<file path="config.mk">
export PLATFORM = sky130hd
export DESIGN_NAME = evt_frame_arbiter_flat
export DESIGN_NICKNAME = d
export VERILOG_FILES = /design/src/rtl/evt_frame_arbiter_if.sv /design/src/rtl/evt_frame_arbiter.sv /design/src/flat_wrapper.sv
export SDC_FILE = /design/constraint.sdc
export NUM_CORES = 1
export LEC_CHECK = 0
export BUFFER_PORTS_ARGS = -buffer_cell sky130_fd_sc_hd__buf_2
export CORE_MARGIN = 2
export CORE_UTILIZATION = 49
export DETAILED_ROUTE_END_ITERATION = 6
export PLACE_DENSITY_LB_ADDON = 0.2
export RECOVER_POWER = 25
export SLEW_MARGIN = 10
export SYNTH_ARGS = -nofsm -noshare
export SYNTH_HDL_FRONTEND = slang
export SYNTH_SLANG_ARGS = --single-unit
</file>
<file path="constraint.sdc">
create_clock -name clk -period 2.5 [get_ports clk]
set_input_delay 0.25 -clock clk [delete_from_list [all_inputs] [get_ports clk]]
set_output_delay 0.25 -clock clk [all_outputs]
set_load 0.02 [all_outputs]
</file>
<file path="src/rtl/evt_frame_arbiter_if.sv">
// Event stream bundle between NUM_CH dispatcher channels, the frame arbiter and the DMA.
// slave = arbiter side; master = the channels/DMA driving it.
interface evt_frame_arbiter_if #(
    parameter int NUM_CH  = 4,
    parameter int CH_BITS = 2
);
    logic [NUM_CH-1:0][31:0] evt_data_in;
    logic [NUM_CH-1:0][3:0]  evt_keep_in;
    logic [NUM_CH-1:0]       evt_last_in;
    logic [NUM_CH-1:0]       evt_vld_in;
    logic [NUM_CH-1:0]       evt_rdy_out;
    logic [31:0]             evt_data_out;
    logic [3:0]              evt_keep_out;
    logic                    evt_last_out;
    logic [CH_BITS-1:0]      evt_ch_out;
    logic                    evt_vld_out;
    logic                    evt_rdy_in;

    modport slave (
        input  evt_data_in, evt_keep_in, evt_last_in, evt_vld_in, evt_rdy_in,
        output evt_rdy_out, evt_data_out, evt_keep_out, evt_last_out, evt_ch_out, evt_vld_out
    );

    modport master (
        output evt_data_in, evt_keep_in, evt_last_in, evt_vld_in, evt_rdy_in,
        input  evt_rdy_out, evt_data_out, evt_keep_out, evt_last_out, evt_ch_out, evt_vld_out
    );
endinterface

</file>
<file path="src/rtl/evt_frame_arbiter.sv">
// Frame-granular round-robin arbiter: NUM_CH event channels onto one registered output,
// with per-frame completion reporting (channel + saturating beat count).
module evt_frame_arbiter #(
    parameter int NUM_CH       = 4,
    parameter int CH_BITS      = 2,
    parameter int EVT_CNT_BITS = 10
) (
    input  logic                    clk,
    input  logic                    resetn,
    input  logic [NUM_CH-1:0]       ch_en_in,
    evt_frame_arbiter_if.slave      evt,
    output logic                    frm_done_out,
    output logic [CH_BITS-1:0]      frm_ch_out,
    output logic [EVT_CNT_BITS-1:0] frm_len_out
);
    typedef enum logic {S_IDLE = 1'b0, S_BUSY = 1'b1} state_t;

    localparam logic [CH_BITS:0]   NCH     = (CH_BITS+1)'(NUM_CH);
    localparam logic [CH_BITS-1:0] LAST_CH = CH_BITS'(NUM_CH-1);

    state_t                  r_state, w_state_nxt;
    logic [CH_BITS-1:0]      r_grant, r_rr_ptr;
    logic [EVT_CNT_BITS-1:0] r_cnt;
    logic                    r_vld, r_last;
    logic [31:0]             r_data;
    logic [3:0]              r_keep;
    logic [CH_BITS-1:0]      r_ch;
    logic                    r_frm_done;
    logic [CH_BITS-1:0]      r_frm_ch;
    logic [EVT_CNT_BITS-1:0] r_frm_len;

    logic [NUM_CH-1:0]       w_req, w_rdy;
    logic [CH_BITS-1:0]      w_pick, w_grant_inc;
    logic [CH_BITS:0]        w_sum;
    logic                    w_out_free, w_acc_in, w_acc_out, w_in_last;
    logic [EVT_CNT_BITS-1:0] w_cnt_inc;

    assign w_req       = evt.evt_vld_in & ch_en_in;
    assign w_out_free  = !r_vld || evt.evt_rdy_in;
    assign w_acc_out   = r_vld && evt.evt_rdy_in;
    assign w_in_last   = evt.evt_last_in[r_grant];
    assign w_grant_inc = (r_grant == LAST_CH) ? '0 : r_grant + CH_BITS'(1);
    assign w_cnt_inc   = (&r_cnt) ? r_cnt : r_cnt + EVT_CNT_BITS'(1);

    // Scan from the highest offset down so the lowest offset from rr_ptr wins.
    always_comb begin
        w_pick = r_rr_ptr;
        w_sum  = '0;
        for (int k = NUM_CH-1; k >= 0; k--) begin
            w_sum = {1'b0, r_rr_ptr} + (CH_BITS+1)'(k);
            if (w_sum >= NCH) w_sum = w_sum - NCH;
            if (w_req[w_sum[CH_BITS-1:0]]) w_pick = w_sum[CH_BITS-1:0];
        end
    end

    always_ff @(posedge clk or negedge resetn) begin
        if (!resetn) r_state <= S_IDLE;
        else         r_state <= w_state_nxt;
    end

    always_comb begin
        w_state_nxt = r_state;
        case (r_state)
            S_IDLE:  if (|w_req) w_state_nxt = S_BUSY;
            S_BUSY:  if (w_acc_in && w_in_last) w_state_nxt = S_IDLE;
            default: w_state_nxt = S_IDLE;
        endcase
    end

    // Only the granted channel ever sees ready; its enable is ignored once granted.
    always_comb begin
        w_rdy    = '0;
        w_acc_in = 1'b0;
        if (r_state == S_BUSY) begin
            w_rdy[r_grant] = w_out_free;
            w_acc_in       = w_out_free && evt.evt_vld_in[r_grant];
        end
    end

    assign evt.evt_rdy_out = w_rdy;

    always_ff @(posedge clk or negedge resetn) begin
        if (!resetn) begin
            r_grant  <= '0;
            r_rr_ptr <= '0;
        end else begin
            if (r_state == S_IDLE && |w_req) r_grant <= w_pick;
            if (w_acc_in && w_in_last)       r_rr_ptr <= w_grant_inc;
        end
    end

    always_ff @(posedge clk or negedge resetn) begin
        if (!resetn) begin
            r_vld  <= 1'b0;
            r_last <= 1'b0;
            r_data <= '0;
            r_keep <= '0;
            r_ch   <= '0;
        end else if (w_acc_in) begin
            r_vld  <= 1'b1;
            r_last <= w_in_last;
            r_data <= evt.evt_data_in[r_grant];
            r_keep <= evt.evt_keep_in[r_grant];
            r_ch   <= r_grant;
        end else if (w_out_free) begin
            r_vld  <= 1'b0;
        end
    end

    assign evt.evt_vld_out  = r_vld;
    assign evt.evt_last_out = r_last;
    assign evt.evt_data_out = r_data;
    assign evt.evt_keep_out = r_keep;
    assign evt.evt_ch_out   = r_ch;

    // Frame accounting follows the downstream handshake, not the input side.
    always_ff @(posedge clk or negedge resetn) begin
        if (!resetn) begin
            r_cnt      <= '0;
            r_frm_done <= 1'b0;
            r_frm_ch   <= '0;
            r_frm_len  <= '0;
        end else begin
            r_frm_done <= 1'b0;
            if (w_acc_out) begin
                if (r_last) begin
                    r_frm_done <= 1'b1;
                    r_frm_ch   <= r_ch;
                    r_frm_len  <= w_cnt_inc;
                    r_cnt      <= '0;
                end else begin
                    r_cnt      <= w_cnt_inc;
                end
            end
        end
    end

    assign frm_done_out = r_frm_done;
    assign frm_ch_out   = r_frm_ch;
    assign frm_len_out  = r_frm_len;
endmodule

</file>
<file path="src/flat_wrapper.sv">
// flat-port wrapper written by rule: the top's interface ports become plain ports
module evt_frame_arbiter_flat 
#(
    parameter int NUM_CH       = 4,
    parameter int CH_BITS      = 2,
    parameter int EVT_CNT_BITS = 10
)
  (clk, resetn, ch_en_in, frm_done_out, frm_ch_out, frm_len_out, evt_evt_data_in, evt_evt_keep_in, evt_evt_last_in, evt_evt_vld_in, evt_evt_rdy_in, evt_evt_rdy_out, evt_evt_data_out, evt_evt_keep_out, evt_evt_last_out, evt_evt_ch_out, evt_evt_vld_out);
  evt_frame_arbiter_if #(.NUM_CH(NUM_CH), .CH_BITS(CH_BITS)) evt_i ();
  input  logic clk;
  input  logic resetn;
  input  logic [NUM_CH-1:0] ch_en_in;
  output logic frm_done_out;
  output logic [CH_BITS-1:0] frm_ch_out;
  output logic [EVT_CNT_BITS-1:0] frm_len_out;
  input wire logic [$bits(evt_i.evt_data_in)-1:0] evt_evt_data_in;
  input wire logic [$bits(evt_i.evt_keep_in)-1:0] evt_evt_keep_in;
  input wire logic [$bits(evt_i.evt_last_in)-1:0] evt_evt_last_in;
  input wire logic [$bits(evt_i.evt_vld_in)-1:0] evt_evt_vld_in;
  input wire logic [$bits(evt_i.evt_rdy_in)-1:0] evt_evt_rdy_in;
  output wire logic [$bits(evt_i.evt_rdy_out)-1:0] evt_evt_rdy_out;
  output wire logic [$bits(evt_i.evt_data_out)-1:0] evt_evt_data_out;
  output wire logic [$bits(evt_i.evt_keep_out)-1:0] evt_evt_keep_out;
  output wire logic [$bits(evt_i.evt_last_out)-1:0] evt_evt_last_out;
  output wire logic [$bits(evt_i.evt_ch_out)-1:0] evt_evt_ch_out;
  output wire logic [$bits(evt_i.evt_vld_out)-1:0] evt_evt_vld_out;
  assign evt_i.evt_data_in = evt_evt_data_in;
  assign evt_i.evt_keep_in = evt_evt_keep_in;
  assign evt_i.evt_last_in = evt_evt_last_in;
  assign evt_i.evt_vld_in = evt_evt_vld_in;
  assign evt_i.evt_rdy_in = evt_evt_rdy_in;
  assign evt_evt_rdy_out = evt_i.evt_rdy_out;
  assign evt_evt_data_out = evt_i.evt_data_out;
  assign evt_evt_keep_out = evt_i.evt_keep_out;
  assign evt_evt_last_out = evt_i.evt_last_out;
  assign evt_evt_ch_out = evt_i.evt_ch_out;
  assign evt_evt_vld_out = evt_i.evt_vld_out;
  evt_frame_arbiter #(.NUM_CH(NUM_CH), .CH_BITS(CH_BITS), .EVT_CNT_BITS(EVT_CNT_BITS)) u_core (.clk(clk), .resetn(resetn), .ch_en_in(ch_en_in), .evt(evt_i), .frm_done_out(frm_done_out), .frm_ch_out(frm_ch_out), .frm_len_out(frm_len_out));
endmodule
</file>
== Yosys cells after proc, flatten, opt, wreduce, memory -nomap -nowiden ==
Index checks and enable logic that the tools add are counted.

* Add/subtract/negate cells: 9
* Order comparisons: 10
* Equal/unequal tests: 1
* Muxes and demuxes: 38
* Bitwise gates (word level): 3
* Reductions and logical operators: 11

{| class="wikitable"
|+ Operator list
! kind !! count
|-
| binary-select mux 32 bit (select 2 bit) || 1
|-
| two-way mux 32 bit || 1
|-
| two-way mux 10 bit || 2
|-
| two-way mux 2 bit || 9
|-
| < comparator 2 x 3 -> 1 bit, second input constant || 5
|-
| two-way mux 1 bit || 14
|-
| binary-select mux 1 bit (select 2 bit) || 6
|-
| adder 10 x 1 -> 10 bit, second input constant || 1
|-
| AND reduction 10 bit || 1
|-
| greater-or-equal comparator 3 bit, second input constant || 3
|-
| bitwise AND 4 bit || 2
|-
| binary-select mux 4 bit (select 2 bit) || 1
|-
| two-way mux 4 bit || 2
|-
| subtractor 2 x 1 -> 2 bit, second input constant || 4
|-
| adder 2 x 2 -> 3 bit, second input constant || 2
|-
| logical AND 1 bit || 5
|-
| OR reduction 4 bit || 1
|-
| adder 2 x 1 -> 3 bit, second input constant || 1
|-
| greater-or-equal comparator 2 x 3 -> 1 bit, second input constant || 1
|-
| adder 2 x 1 -> 2 bit, second input constant || 1
|-
| demux 1 bit (select 2 bit) || 1
|-
| equality test 2 bit, second input constant || 1
|-
| greater-or-equal comparator 2 x 1 -> 1 bit, second input constant || 1
|-
| case mux 1 bit (2 select lines) || 1
|-
| 5 further kinds || 5
|}

* Bits in registers: 68
* Input port bits: 159
* Output and inout bits: 57
* Word-level logic and storage cells: 84

== Logic depth before layout (Yosys ltp) ==
Gate-level depths: netlist of run 1.

* Depth in word-level cells: 9
* Depth in mapped cells: 6
* Mapped depth without buffers: 5

== Worst setup path after synthesis of run 1 ==
Ideal clock, no wire load.

* Path kind: register -> register
* Start: register u_core.r_grant[0]
* End: register u_core.r_data[27], in the netlist u_core.evt.evt_data_out[27]
* Library setup time: 125 ps
* Data arrival time: 1561 ps
* Required time: 2375 ps
* Path slack: 814 ps
* Stages on the path, launching flop included: 5
* Buffers on the path: 2
* Clock period less this slack: 1686 ps
* Path through: dfrtp_1 buf_2 buf_2 mux4_2 mux2_4

* Cells in the longest elaborated chain, start to end: 4
* Elaborated cells on any way between the ends: 6
* Classes of those cells: mux: 5; reduce/logical: 1

{| class="wikitable"
|+ Ends and longest elaborated chain
! what !! line !! text
|-
| from (decl) || evt_frame_arbiter.sv:22 || <nowiki>logic [CH_BITS-1:0] r_grant, r_rr_ptr;</nowiki>
|-
| from (signal assigned) || evt_frame_arbiter.sv:87 || <nowiki>if (r_state == S_IDLE && |w_req) r_grant <= w_pick;</nowiki>
|-
| binary-select mux 1 bit (select 2 bit) || evt_frame_arbiter.sv:76 || <nowiki>w_acc_in = w_out_free && evt.evt_vld_in[r_grant];</nowiki>
|-
| two-way mux 1 bit (not written as such) || evt_frame_arbiter.sv:76 ||
|-
| logical AND 1 bit || evt_frame_arbiter.sv:76 ||
|-
| two-way mux 1 bit || evt_frame_arbiter.sv:74 || <nowiki>if (r_state == S_BUSY) begin</nowiki>
|-
| to (signal assigned) || evt_frame_arbiter.sv:102 || <nowiki>r_data <= evt.evt_data_in[r_grant];</nowiki>
|-
| to (decl) || evt_frame_arbiter.sv:25 || <nowiki>logic [31:0] r_data;</nowiki>
|}

Parallel ways exist; a longest one is shown, timed or not. The select of a mux whose other input is x is not followed.
A chain may end at the register's enable or synchronous reset.

== Worst setup path in the final report of run 1 ==
* Start: register u_core.r_grant[1]
* End: output port evt_evt_rdy_out[0]

* Cells in the longest elaborated chain, start to end: 6
* Elaborated cells on any way between the ends: 7
* Classes of those cells: order compare: 2; mux: 3; bitwise: 1; reduce/logical: 1

{| class="wikitable"
|+ Ends and longest elaborated chain
! what !! line !! text
|-
| < comparator 2 x 3 -> 1 bit (not written as such) / greater-or-equal comparator 2 x 1 -> 1 bit (equally long branches) || evt_frame_arbiter.sv:75 || <nowiki>w_rdy[r_grant] = w_out_free;</nowiki>
|-
| logical AND 1 bit (not written as such) || evt_frame_arbiter.sv:75 ||
|-
| two-way mux 1 bit (not written as such) || evt_frame_arbiter.sv:75 ||
|-
| demux 1 bit (select 2 bit) * || - ||
|-
| bitwise AND 4 bit (no line) * || - ||
|-
| two-way mux 4 bit * || evt_frame_arbiter.sv:74 ||
|-
| to (decl) || flat_wrapper.sv:21 || <nowiki>output wire logic [$bits(evt_i.evt_rdy_out)-1:0] evt_evt_rdy_out;</nowiki>
|}

Every way passes the cells marked *; elsewhere a longest branch is shown, timed or not.

==> results of run 1 <==
[kinds of logic (layout without fill, tap and decap cells)]
| kind of cell | after synthesis | after routing | share of synthesized area (%) |
|---|---|---|---|
| multiplexers | 78 | 78 | 35.4 |
| AND/OR/NAND/NOR | 78 | 78 | 9.20 |
| flip-flops | 68 | 68 | 41.8 |
| AO/OA/AOI/OAI | 49 | 49 | 7.72 |
| buffers and inverters | 26 | 243 | 3.63 |
| adder cells (fa/ha/maj) | 5 | 5 | 1.54 |
| XOR/XNOR | 3 | 3 | 0.646 |
[flip-flops by register name, summed over array words and instances (netlist names)]
signal and count:
u_core.evt.evt_data_out 32, u_core.frm_len_out 10, u_core.r_cnt 10, u_core.evt.evt_keep_out 4
u_core.evt.evt_ch_out 2, u_core.frm_ch_out 2, u_core.r_grant 2, u_core.r_rr_ptr 2
u_core.evt.evt_last_out 1, u_core.evt.evt_vld_out 1, u_core.frm_done_out 1, u_core.r_state 1
[synthesized netlist by cell type (2+ instances only)]
cell      count  area (µm²)
clkbuf_1      7        26.3
o31ai_1       5        37.5
mux4_2       38         856
nor2_1       10        37.5
a21oi_1       8        40.0
nand3_2       2        20.0
o41ai_1       2        17.5
mux2_4       36         541
nand2b_1      2        12.5
nand4_1       2        12.5
mux2_2        3        33.8
a31oi_1       7        43.8
nand2_1      36         135
buf_4         3        22.5
and3_1       11        68.8
ha_1          5        62.6
nand3_1       4        20.0
dfrtp_1      68        1700
inv_1         5        18.8
o21a_1        2        15.0
buf_6         4        45.0
xnor2_1       3        26.3
a32o_1        2        20.0
nor3_1        6        30.0
o21ai_0      16        80.1
buf_2         7        35.0
[layout make-up]
cell class                      count  area share (%)
Multi-Input combinational cell    213            40.9
Sequential cell                    68            31.4
Timing Repair Buffer              222            21.2
Clock buffer                       11            2.61
Tap cell                          105            2.42
Clock inverter                      5            1.13
Inverter                            5           0.346
[per-stage QoR]
stage,worst slack (ps),hold WS [ps]
final,372,310
after global routing,285,313
after CTS,348,296
after detailed placement,609,309
after global placement,683,306
after floorplan,814,-45.6
[path summary, 6_finish.rpt]
path                                       start                          end  cells after the start
max                            u_core.r_grant[1]           evt_evt_rdy_out[0]                      5
min                            evt_evt_vld_in[0]     u_core.evt.evt_ch_out[1]                      4
max reg2reg                    u_core.r_grant[1]           u_core.r_rr_ptr[1]                      4
min reg2reg                u_core.frm_len_out[0]        u_core.frm_len_out[0]                      2
max in group asynchronous                 resetn  u_core.evt.evt_data_out[31]                      3
min in group asynchronous                 resetn         u_core.frm_ch_out[1]                      3
[layout by cell type (no fill, tap or decap), drive strengths merged, types with 5 or more instances in the layout]
| cell type | n |
|---|---|
| o21ai | 16 |
| buf | 219 |
| a31oi | 7 |
| mux4 | 38 |
| dfrtp | 68 |
| mux2 | 39 |
| a21oi | 8 |
| inv | 5 |
| and3 | 11 |
| nand3 | 6 |
| nand2 | 36 |
| nor2 | 10 |
| nor3 | 6 |
| o31ai | 5 |
| clkbuf | 13 |
| ha | 5 |
[worst min-delay path, cell delays in order]
cell     delay (ps)
buf_2           100
mux2i_1          60
o21ai_0         130
o21ai_0          70
[report_power, final]
part	switching [mW]	leakage, nW	internal [mW]
clock	0.424	0.0918	0.490
combinational	1.70	1.79	1.81
sequential	0.389	0.834	1.58
[per-layer routing]
| layer | GRT usage (%) | routed length (µm) |
|---|---|---|
| met1 | 31.5 | 4450 |
| met2 | 38.8 | 5520 |
| met3 | 4.43 | 754 |
| met4 | 8.70 | 147 |
| met5 | 0 | 0 |
==> results.yml, run 1 <==
drt:
  drc: 0
  drt_wl_total_um: 10900
  wl_per_cell_um: 17.3
  ant_nets: 0
  num_vias: 3442
  firstDrtPassIters: 4
  drtIter0Drc: 136
  via_per_inst: 5.47
yosys:
  ys_seq_elements: 68
  yosysWarnings: 0
  ys_seq_area_share_pct: 41.8
  syn_area_um2: 4070
  syn_avg_cell_area_um2: 13.2
  syn-num-nets: 471
  postSynthCellCount: 307
  synth_edf_count: 0
  synth.distinct_cells: 39
  ys.flop_type: "dfrtp_1"
  async_flop_share_pct: 100
cts:
  cts_made_buffers: 9
  cts-root-buf: "clkbuf_8"
  htreeDepth: 3
  cts_resized: 0
  insertion_delay_ps: 340
  clock_sinks: 68
  path_clk_slew_ps: 80
  cts_hold_buf: 1
  tritoncts: "done"
  clockBufferDepth: 2
  post-cts-setup-buffer-count: 0
critical_path:
  max_stage_delay_ps: 450
  reg2reg_slack_ps: 620
  cp-start-kind: "register"
  critical_path_class: "reg -> out"
  cp_cell_sequence: "buf_4, inv_1, ha_1, and3_1, buf_2"
  path_max_fanout: 41
  critPathTopFamily: "buffers and inverters"
  crit_required_ps: 2250
  path_buf_inv: 3
  cp-end-kind: "output pin"
  cp_slowest_cell: "buf_4"
  arrival_ps: 1880
run:
  cap_violations: 0
layout:
  drive_gt1_share_pct: 60.5
  fin_util_pct: 66.7
  finalNetCount: 683
  stdcell_count: 629
  final_cell_area_um2: 5430
  area_growth_pct: 33.4
  fillers: 642
  ff_latch_area_um2: 1700
  num_antenna_cells: 0
  multi_input_comb_area_um2: 2220
pwr:
  total_power_mw: 6.39
  p_leak_nw: 2.71
  pwr_density_cell_nw_per_um2: 1180
  ir_drop_mv: 0.807
floorplanning:
  design.core.area_um2: 8130
  dieArea_um2: 9040
  num_io_pins: 216
  die_x_um: 95.1
  initial_utilization_pct: 50.0
  rows: 33
  die_h_um: 95.1
sta:
  max_freq_mhz: 470
  finalMaxSlewViolations: 0
  setup_violations: 0
  rsz0062_at_grt: "no"
  finalHoldViolations: 0
  tightest_slew_ps: 902
  fin_crit_ps: 2130
  relSlewSlack_pct: 39.9
  fin_tns_setup_ps: 0
  fin_skew_ps: 11.4
  period_share_pct: 85.1
placement:
  placed_area_um2: 5220
  placement.io_buffers: 215
  dp_hpwl_um: 8320
  gp_congestion: 0.833
  dpl.cell_count: 612
grt:
  grt_pass1_wl_um: 16300
  antenna_found_initial: 0
  grt_pass1_vias: 3387
  grt_max_degree: 42
  gr-total-overflow: 0
  grt_use_total_pct: 23.7
run_status:
  outcome: "finished clean"
min_path:
  min_path_type: "in -> reg"
(Power assumes the default switching activity.)
==> run 2, diff against run 1 <==
- RECOVER_POWER: 25 -> 50
==> run 2 against run 1 <==
Total power down 0.77%; clock skew about the same; final cell count unchanged; critical path depth unchanged; sequential power about the same; non-clock buffer count unchanged; clock power about the same; largest cell class unchanged; via count up 0.64%; first-iteration DRC count down 3.7%; routed wire length down 0.13%; register-to-register slack about the same.
==> results.yml, run 2 (synthesis gave the netlist of run 1 again) <==
layout:
  final_common_cell: "buf_2"
  finalNetCount: 683
  area_growth_pct: 32.6
  fin_util_pct: 66.3
  largest_reg_flops: 32
  num_antenna_cells: 0
  final_cell_mix: "buf_2 (187), dfrtp_1 (66), mux4_2 (38)"
  fillers: 657
  drive_gt1_share_pct: 55.3
min_path:
  min_path_type: "in -> reg"
  hold_path_depth: 4
floorplanning:
  design.core.area_um2: 8130
  rows: 33
  dieArea_um2: 9040
  initial_utilization_pct: 50.0
  die_x_um: 95.1
  num_io_pins: 216
  die_h_um: 95.1
critical_path:
  path_max_fanout: 41
  arrival_ps: 1870
  crit_required_ps: 2250
  max_stage_delay_ps: 450
  cp_slowest_cell: "buf_4"
  cp-end-kind: "output pin"
  rr_worst_depth: 4
  critical_path_class: "reg -> out"
  cp_cell_sequence: "buf_4, inv_1, ha_1, and3_1, buf_2"
  cp-start-kind: "register"
drt:
  via_per_inst: 5.51
  ant_nets: 0
  drc: 0
  wl_per_cell_um: 17.3
  num_vias: 3464
  firstDrtPassIters: 5
  drt_wl_total_um: 10900
  drtIter0Drc: 131
cts:
  htreeDepth: 3
  cts-root-buf: "clkbuf_8"
  path_clk_slew_ps: 80
  cts_resized: 0
  insertion_delay_ps: 340
  clock_sinks: 68
  clockBufferDepth: 2
  tritoncts: "done"
  cts_made_buffers: 9
sta:
  fin_skew_ps: 11.7
  rsz0062_at_grt: "no"
  max_freq_mhz: 472
  finalMaxSlewViolations: 0
  relSlewSlack_pct: 40.0
  period_share_pct: 84.8
  fin_tns_setup_ps: 0
  fin_crit_ps: 2120
  finalHoldViolations: 0
  setup_violations: 0
  tightest_slew_ps: 901
run:
  cap_violations: 0
run_status:
  outcome: "finished clean"
placement:
  dp_hpwl_um: 8320
  placement.io_buffers: 215
  gp_congestion: 0.833
grt:
  gr-total-overflow: 0
  grt_max_degree: 42
  antenna_found_initial: 0
  grt_use_total_pct: 23.7
  grt_pass1_vias: 3387
  grt_pass1_wl_um: 16300
pwr:
  ir_drop_mv: 0.803
  p_leak_nw: 2.63
  pwr_density_cell_nw_per_um2: 1180
==> run 2: changes by cell type in the layout (fill, tap and decap cells not counted) <==
| cell | delta |
|---|---|
| clkbuf_1 | +27 |
| buf_2 | -27 |
==> run 2: area by class of cell <==
class / count / area, µm² / share of cell area [%]
multi-input cells: 213 / 2220 / 41.1
flip-flops and latches: 68 / 1700 / 31.6
repair buffers: 222 / 1120 / 20.7
clock buffers: 11 / 141 / 2.62
well taps: 105 / 131 / 2.44
clock inverters: 5 / 61.3 / 1.14
inverters: 5 / 18.8 / 0.348
==> run 2: where the power goes <==
part | internal, mW | total (mW) | leakage, nW | switching (mW)
Combinational | 1.75 | 3.45 | 1.70 | 1.70
Sequential | 1.58 | 1.97 | 0.834 | 0.394
Clock | 0.490 | 0.914 | 0.0918 | 0.424
==> run 2: stage by stage <==
step | setup slack (ps) | cells | power (mW) | area (µm²) | hold slack (ps)
final | 380 | 629 | 6.34 | 5390 | 312
after CTS | 348 | 629 | 6.44 | 5430 | 296
after floorplan | 814 | 307 | 4.56 | 4070 | -45.6
after detailed placement | 609 | 612 | 5.51 | 5220 | 309
after global placement | 683 | 612 | 5.40 | 5220 | 306
after global routing | 285 | 629 | 6.71 | 5390 | 313
==> run 2: critical path: cells and delay by family, from the launching register on <==
family	cells	cell delay, ps
buffers and inverters	3	770
adder cells (fa/ha/maj)	1	220
AND/OR/NAND/NOR	1	160
flip-flops	1	380
==> run 2: final timing paths <==
kind	startpoint	to	slack, ps
max	u_core.r_grant[1]	evt_evt_rdy_out[0]	380
min	evt_evt_vld_in[0]	u_core.evt.evt_ch_out[1]	310
max reg2reg	u_core.r_grant[1]	u_core.evt.evt_data_out[19]	620
min reg2reg	u_core.frm_len_out[0]	u_core.frm_len_out[0]	480
max in group asynchronous	resetn	u_core.evt.evt_data_out[31]	1250
min in group asynchronous	resetn	u_core.frm_len_out[3]	490
==> run 2: repair_timing <==
| action | 4_1_cts | 5_1_grt |
|---|---|---|
| endpoints found under the hold margin | 68 | 0 |
| setup buffers | 0 | 0 |
| hold buffers | 1 | 0 |
==> run 2: metal layers <==
| metal | up-vias | routed length [µm] | track usage, % |
|---|---|---|---|
| li1 | 1601 | - | - |
| met1 | 1684 | 4470 | 31.5 |
| met5 | - | 0 | 0 |
| met2 | 166 | 5470 | 38.8 |
| met4 | 0 | 149 | 8.70 |
| met3 | 13 | 776 | 4.43 |
